**src/rtl/pc_pkg.sv**
```systemverilog
// Shared types and constants for the PC fetch unit: FSM states, next-PC
// select encoding and the sequential increment.
package pc_pkg;

  typedef enum logic [1:0] {
    ST_BOOT  = 2'd0,
    ST_FETCH = 2'd1,
    ST_EXEC  = 2'd2,
    ST_HALT  = 2'd3
  } pc_state_e;

  typedef enum logic [1:0] {
    SEL_SEQ    = 2'd0,
    SEL_BRANCH = 2'd1,
    SEL_JUMP   = 2'd2,
    SEL_JALR   = 2'd3
  } next_pc_sel_e;

  localparam int unsigned PC_INCR = 4;

endpackage

```
**src/rtl/next_pc_calc.sv**
```systemverilog
// Combinational next-PC selection: JALR > JAL > taken branch > sequential.
// Flags a misaligned target (bit1 set) for the FSM to trap on.
import pc_pkg::*;

module next_pc_calc #(
  parameter int DATA_WIDTH = 32
) (
  input  logic [DATA_WIDTH-1:0] pc,
  input  logic [DATA_WIDTH-1:0] imm,
  input  logic [DATA_WIDTH-1:0] src_a,
  input  logic                  branch,
  input  logic                  take_branch,
  input  logic                  jump,
  input  logic                  jalr,
  output logic [DATA_WIDTH-1:0] next_pc,
  output next_pc_sel_e          sel,
  output logic                  misalign
);

  logic [DATA_WIDTH-1:0] jalr_sum;

  assign jalr_sum = src_a + imm;

  always_comb begin
    sel = SEL_SEQ;
    if (jalr)                       sel = SEL_JALR;
    else if (jump)                  sel = SEL_JUMP;
    else if (branch && take_branch) sel = SEL_BRANCH;
  end

  always_comb begin
    next_pc = pc + DATA_WIDTH'(PC_INCR);
    unique case (sel)
      SEL_JALR:             next_pc = {jalr_sum[DATA_WIDTH-1:1], 1'b0};
      SEL_JUMP, SEL_BRANCH: next_pc = pc + imm;
      default:              next_pc = pc + DATA_WIDTH'(PC_INCR);
    endcase
  end

  assign misalign = next_pc[1];

endmodule

```
**src/rtl/pc_fetch_unit.sv**
```systemverilog
// PC fetch/sequencing FSM with PC register and sticky misalignment trap.
// Optional retired-instruction counter enabled by macro PC_RETIRE_COUNT_EN.
//
// state    | meaning
// BOOT     | one cycle after reset, no request
// FETCH    | IReq high, PC held, waiting for IGnt
// EXEC     | instruction at PC executing; PC updates on exit unless stalled
// HALT     | misaligned target trapped; absorbing until reset
import pc_pkg::*;

module pc_fetch_unit #(
  parameter int                  DATA_WIDTH = 32,
  parameter logic [DATA_WIDTH-1:0] RESET_PC = 32'h0000_0000
) (
  input  logic                  clk,
  input  logic                  rst_n,
  input  logic                  TakeBranch,
  input  logic                  Branch,
  input  logic                  Jump,
  input  logic                  JalR,
  input  logic [DATA_WIDTH-1:0] Imm,
  input  logic [DATA_WIDTH-1:0] SrcA,
  input  logic                  Stall,
  input  logic                  IGnt,
  output logic                  IReq,
  output logic [DATA_WIDTH-1:0] PC,
  output logic [DATA_WIDTH-1:0] PCPlus4,
  output logic                  InstrValid,
  output logic                  Redirect,
  output logic                  MisalignErr
`ifdef PC_RETIRE_COUNT_EN
  ,
  output logic [DATA_WIDTH-1:0] InstrCount
`endif
);

  pc_state_e             state, state_nxt;
  logic [DATA_WIDTH-1:0] next_pc;
  next_pc_sel_e          sel;
  logic                  misalign;
  logic                  retire;
  logic                  halt_entry;

  next_pc_calc #(.DATA_WIDTH(DATA_WIDTH)) u_next_pc (
    .pc          (PC),
    .imm         (Imm),
    .src_a       (SrcA),
    .branch      (Branch),
    .take_branch (TakeBranch),
    .jump        (Jump),
    .jalr        (JalR),
    .next_pc     (next_pc),
    .sel         (sel),
    .misalign    (misalign)
  );

  always_ff @(posedge clk or negedge rst_n) begin
    if (!rst_n) state <= ST_BOOT;
    else        state <= state_nxt;
  end

  always_comb begin
    state_nxt = state;
    unique case (state)
      ST_BOOT:  state_nxt = ST_FETCH;
      ST_FETCH: if (IGnt) state_nxt = ST_EXEC;
      ST_EXEC:  if (!Stall) state_nxt = misalign ? ST_HALT : ST_FETCH;
      ST_HALT:  state_nxt = ST_HALT;
      default:  state_nxt = ST_BOOT;
    endcase
  end

  always_comb begin
    IReq       = 1'b0;
    InstrValid = 1'b0;
    Redirect   = 1'b0;
    retire     = 1'b0;
    halt_entry = 1'b0;
    unique case (state)
      ST_FETCH: IReq = 1'b1;
      ST_EXEC: begin
        InstrValid = 1'b1;
        if (!Stall) begin
          // A misaligned target traps without redirecting or retiring
          if (misalign) begin
            halt_entry = 1'b1;
          end else begin
            retire   = 1'b1;
            Redirect = (sel != SEL_SEQ);
          end
        end
      end
      default: ;
    endcase
  end

  always_ff @(posedge clk or negedge rst_n) begin
    if (!rst_n) begin
      PC          <= RESET_PC;
      MisalignErr <= 1'b0;
    end else begin
      if (retire)     PC          <= next_pc;
      if (halt_entry) MisalignErr <= 1'b1;
    end
  end

  assign PCPlus4 = PC + DATA_WIDTH'(PC_INCR);

`ifdef PC_RETIRE_COUNT_EN
  always_ff @(posedge clk or negedge rst_n) begin
    if (!rst_n)      InstrCount <= '0;
    else if (retire) InstrCount <= InstrCount + 1'b1;
  end
`endif

endmodule

```
**config.mk**
```make
export PLATFORM = sky130hd
export DESIGN_NAME = pc_fetch_unit
export DESIGN_NICKNAME = d
export VERILOG_FILES = /design/src/rtl/pc_pkg.sv /design/src/rtl/next_pc_calc.sv /design/src/rtl/pc_fetch_unit.sv
export SDC_FILE = /design/constraint.sdc
export NUM_CORES = 1
export LEC_CHECK = 0
export CAP_MARGIN = 40
export CORE_MARGIN = 2
export CORE_UTILIZATION = 30
export DETAILED_ROUTE_END_ITERATION = 12
export GPL_TIMING_DRIVEN = 0
export PLACE_DENSITY = 0.54
export SETUP_SLACK_MARGIN = 0.05
export SYNTH_ARGS = -nofsm -noshare
export SYNTH_HDL_FRONTEND = slang
export SYNTH_SLANG_ARGS = --single-unit
export TNS_END_PERCENT = 20
```
**constraint.sdc**
```tcl
create_clock -name clk -period 7.9 [get_ports clk]
set_input_delay 0.79 -clock clk [delete_from_list [all_inputs] [get_ports clk]]
set_output_delay 0.79 -clock clk [all_outputs]
set_load 0.03 [all_outputs]
```
==> flow_summary_export.csv, run 1 <==
group,metric,value,unit
status,status,"finished, final reports clean",
critical_path,crit_path_end,"Redirect",
final_layout,flow.area_growth_from_synthesis,32.5,%
drt,drt_iter0_drc,436,
pwr,p_leak,3.17,nW
yosys,ys_seq_area_frac,0.152,
critical_path,critical_path_class,"in2out",
drt,routedWlPerCell,20.2,µm
timing,fmax,199,MHz
critical_path,cp_cell_sequence,"clkdlybuf4s50_1 > inv_1 > a31o_2 > ha_1 > clkbuf_2 > clkinv_1 > o22ai_1 > mux2i_1 > nor2b_1 > nand2_1 > inv_1 > clkdlybuf4s50_1",
die,num_io_pins,140,
critical_path,crit_arrival,4.24,ns
die,die_h,143,µm
clocking,post_cts_buffers,0,
critical_path,startpoint,"Jump",
clocking,cts.sink_count,35,
yosys,synth.top_cell.area_share,0.152,
yosys,ys_ff_latch,35,
timing,hold_viol_final,0,
yosys,synth_cell_types,73,
yosys,synth.top_cells.by_count,"83 x nand2_1, 73 x a21oi_1, 64 x ha_1, 54 x nor2_1, 43 x xnor2_1",
drt,dr.pass1.iters,4,
global_routing,grt.met2_usage,0.359,
die,start_util,0.307,
critical_path,startpoint_type,"input pin",
timing,clock_skew,0.00467,ns
yosys,ys_top_cells_by_area,"dfrtp_1 15%, ha_1 14%, xnor2_1 6.5%",
die,fp.coreArea,18800,µm²
clocking,cts_tree,"done",
global_routing,grt-busiest-layer,"met2",
final_layout,antenna_cells,0,
die,die-area,20300,µm²
placed_design,dp.cells,1138,
pwr,clkPwrFrac,0.106,
global_routing,use_met3,0.0215,
clocking,cts_buffer_depth,2,
pwr,powerDensity,302,nW/µm²
pwr,ir_drop,0.000105,V
pwr,combPwrFrac,0.719,
final_layout,stdcell_count,1146,
yosys,synthesis.nets,902,
global_routing,grt_use_total,0.225,
timing,setup_viol,0,
drt,vias_per_cell,5.64,
global_routing,antenna_found_initial,0,
clocking,hold_buffers,0,
placed_design,dpl.hpwl,18700,µm
yosys,syn_area_per_cell,7.54,µm²
yosys,syn-cell-area,5760,µm²
global_routing,grt_overflow,0,
yosys,synthFlopType,"dfrtp_1",
yosys,synth_most_common_cell,"nand2_1",
critical_path,crit_path_top_delay_cell,"clkdlybuf4s50_1",
yosys,async_flop_share,1.00,
global_routing,grt_pass1_wl,35300,µm
clocking,path_clk_slew,0.06,ns
timing,min_period,5.03,ns
timing,fin_crit_sh,0.637,
placed_design,io_buffers,139,
placed_design,place_congestion,0.888,
die,chipWidth,143,µm
pwr,internal_power,1.10,mW
clocking,numCtsBuffers,5,
critical_path,cp_max_fo,10,
final_layout,drive_gt1_frac,0.0450,
yosys,synth_top_area_cell,"dfrtp_1",
pwr,p_sw,1.20,mW
timing,hold_slack,0.439,ns
critical_path,crit_required,7.11,ns
yosys,syn_inst,764,
timing,rsz0062_at_grt,"no",
final_layout,n_fill_cell,1969,
clocking,htreeDepth,2,
critical_path,r2r_slack,4.53,ns
global_routing,grt_pass1_vias,6096,
final_layout,fin_nets,1049,
drt,vias,6460,
critical_path,endpoint_kind,"output port",
worst_hold_path,min_path_type,"in2async",
timing,slew_headroom,0.296,
job,maxCapViolations,0,
global_routing,use_met1,0.327,
clocking,insertion_delay,0.29,ns
critical_path,rr_worst_depth,12,
yosys,yosys_warnings,0,
critical_path,max_stage_delay,0.74,ns
global_routing,grt_start_max_net_pins,22,
drt,drc_errors,0,
pwr,seq_power_share,0.175,
yosys,synth_edf_count,0,
clocking,cts-root-buf,"clkbuf_16",
timing,setup_tns,0,ns
timing,slew_violations,0,
pwr,power,2.31,mW
critical_path,r2r_start,"PC[0]",
pwr,p_sw_frac,0.521,
die,rows,50,
clocking,ctsResizeCount,0,
drt,routed_wl,23200,µm
drt,drtAntennaViolNets,0,
critical_path,r2r_end,"PC[18]",
timing,tightest_slew,1.04,ns
## final cells by class
cell class,count,area [µm²],area share
well taps,234,293,0.0384
repair buffers,140,1410,0.184
inverters,25,93.8,0.0123
clock inverters,2,35.0,0.00459
plain buffers,33,149,0.0195
multi-input cells,671,4640,0.608
flip-flops and latches,35,876,0.115
clock buffers,6,139,0.0182
## routing by layer
metal  vias up  routed length, µm
met5         -                  0
met4         0                314
met3        23               1320
met2       209              10400
met1      3068              11100
li1       3160                  -
## power by group through the flow
stage	Combinational (mW)	Sequential, mW	Clock, mW
after floorplan	0.972	0.480	0
after global placement	1.65	0.408	0
after detailed placement	1.64	0.407	0
after CTS	1.65	0.404	0.245
after global routing	1.79	0.417	0.252
final	1.66	0.405	0.244
## worst max-delay path, delay by kind of cell
kind	cells	cell delay [ns]
buffers and inverters	6	2.02
AND/OR/NAND/NOR	2	0.45
adder cells (fa/ha/maj)	1	0.28
multiplexers	1	0.30
AO/OA/AOI/OAI	2	0.40
## how the worst min path moves through the flow
stage,startpoint,end,slack [ns],cells past startpoint
detailed placement,MisalignErr,MisalignErr,0.47,1
CTS,rst_n,PC[25],0.44,1
global placement,MisalignErr,MisalignErr,0.48,1
floorplan,rst_n,MisalignErr,0.49,0
finish,rst_n,PC[29],0.44,1
global route,rst_n,PC[25],0.45,1
## sequential cells by signal, summed over array words and instances, names as in the netlist
signal	cells
PC	32
state	2
MisalignErr	1
## logic make-up (layout without fill, tap and decap cells)
family / count (synthesis) / in the layout / share of synthesized area
simple gates: 248 / 248 / 0.206
buf+inv: 58 / 206 / 0.0421
fa+ha+maj: 66 / 66 / 0.146
xor+xnor: 80 / 80 / 0.122
flops: 35 / 35 / 0.152
mux: 3 / 3 / 0.00521
compound gates: 274 / 274 / 0.327
## cell usage in the layout, fill, tap and decap left out, types with 5 or more instances in the layout
cell type	instances
clkdlybuf4s50_1	138
nand2_1	83
a21oi_1	73
ha_1	64
nor2_1	54
xnor2_1	43
o21ai_0	39
xor2_1	37
dfrtp_1	35
a21o_1	26
inv_1	23
clkbuf_1	23
nand3_1	22
o21a_1	21
a221oi_1	18
nor3_1	17
nand4_1	16
a31oi_1	11
and3_1	9
o21bai_1	9
nor2b_1	8
nand2b_1	8
o211ai_1	8
o22ai_1	7
o31ai_1	7
clkbuf_2	6
nor4_1	5
o221ai_1	5
a211oi_1	5
clkbuf_16	5
## stage by stage
stage	cell area, µm²	setup slack [ns]	utilization
after floorplan	5760	4.48	-
after global placement	7440	2.89	0.397
after detailed placement	7460	2.88	0.397
after CTS	7630	2.89	0.407
after global routing	7630	2.67	0.407
final	7630	2.87	0.407
Power figures use the tool's default switching activity.
==> inputs of run 2 (changes only) <==
==> constraint.sdc (replaced) <==
create_clock -name clk -period 5 [get_ports clk]
set_input_delay 0.5 -clock clk [delete_from_list [all_inputs] [get_ports clk]]
set_output_delay 0.5 -clock clk [all_outputs]
set_load 0.03 [all_outputs]
==> results of run 2 <==
The final DEF is identical to that of run 1. Status: finished, final reports clean.
Among the figures that moved: setup slack after placement 2.88 ns -> 0.565 ns; setup slack after layout 2.87 ns -> 0.548 ns; hold slack 0.439 ns -> 0.149 ns; register-to-register setup slack 4.53 ns -> 1.63 ns; total power 2.31 mW -> 3.65 mW; worst IR drop on VDD 0.000105 V -> 0.000165 V
==> inputs of run 3 (changes only) <==
--- a/config.mk
+++ b/config.mk
@@ -8,10 +8,12 @@
 export CAP_MARGIN = 40
 export CORE_MARGIN = 2
 export CORE_UTILIZATION = 30
+export CTS_CLUSTER_SIZE = 10
 export DETAILED_ROUTE_END_ITERATION = 12
 export GPL_TIMING_DRIVEN = 0
 export PLACE_DENSITY = 0.54
 export SETUP_SLACK_MARGIN = 0.05
+export SLEW_MARGIN = 20
 export SYNTH_ARGS = -nofsm -noshare
 export SYNTH_HDL_FRONTEND = slang
 export SYNTH_SLANG_ARGS = --single-unit
==> results of run 3 <==
The final DEF is identical to that of run 1. Status: finished, final reports clean.
Among the figures that moved: setup slack after placement 2.88 ns -> 0.565 ns; setup slack after layout 2.87 ns -> 0.548 ns; hold slack 0.439 ns -> 0.149 ns; register-to-register setup slack 4.53 ns -> 1.63 ns; total power 2.31 mW -> 3.65 mW; worst IR drop on VDD 0.000105 V -> 0.000165 V
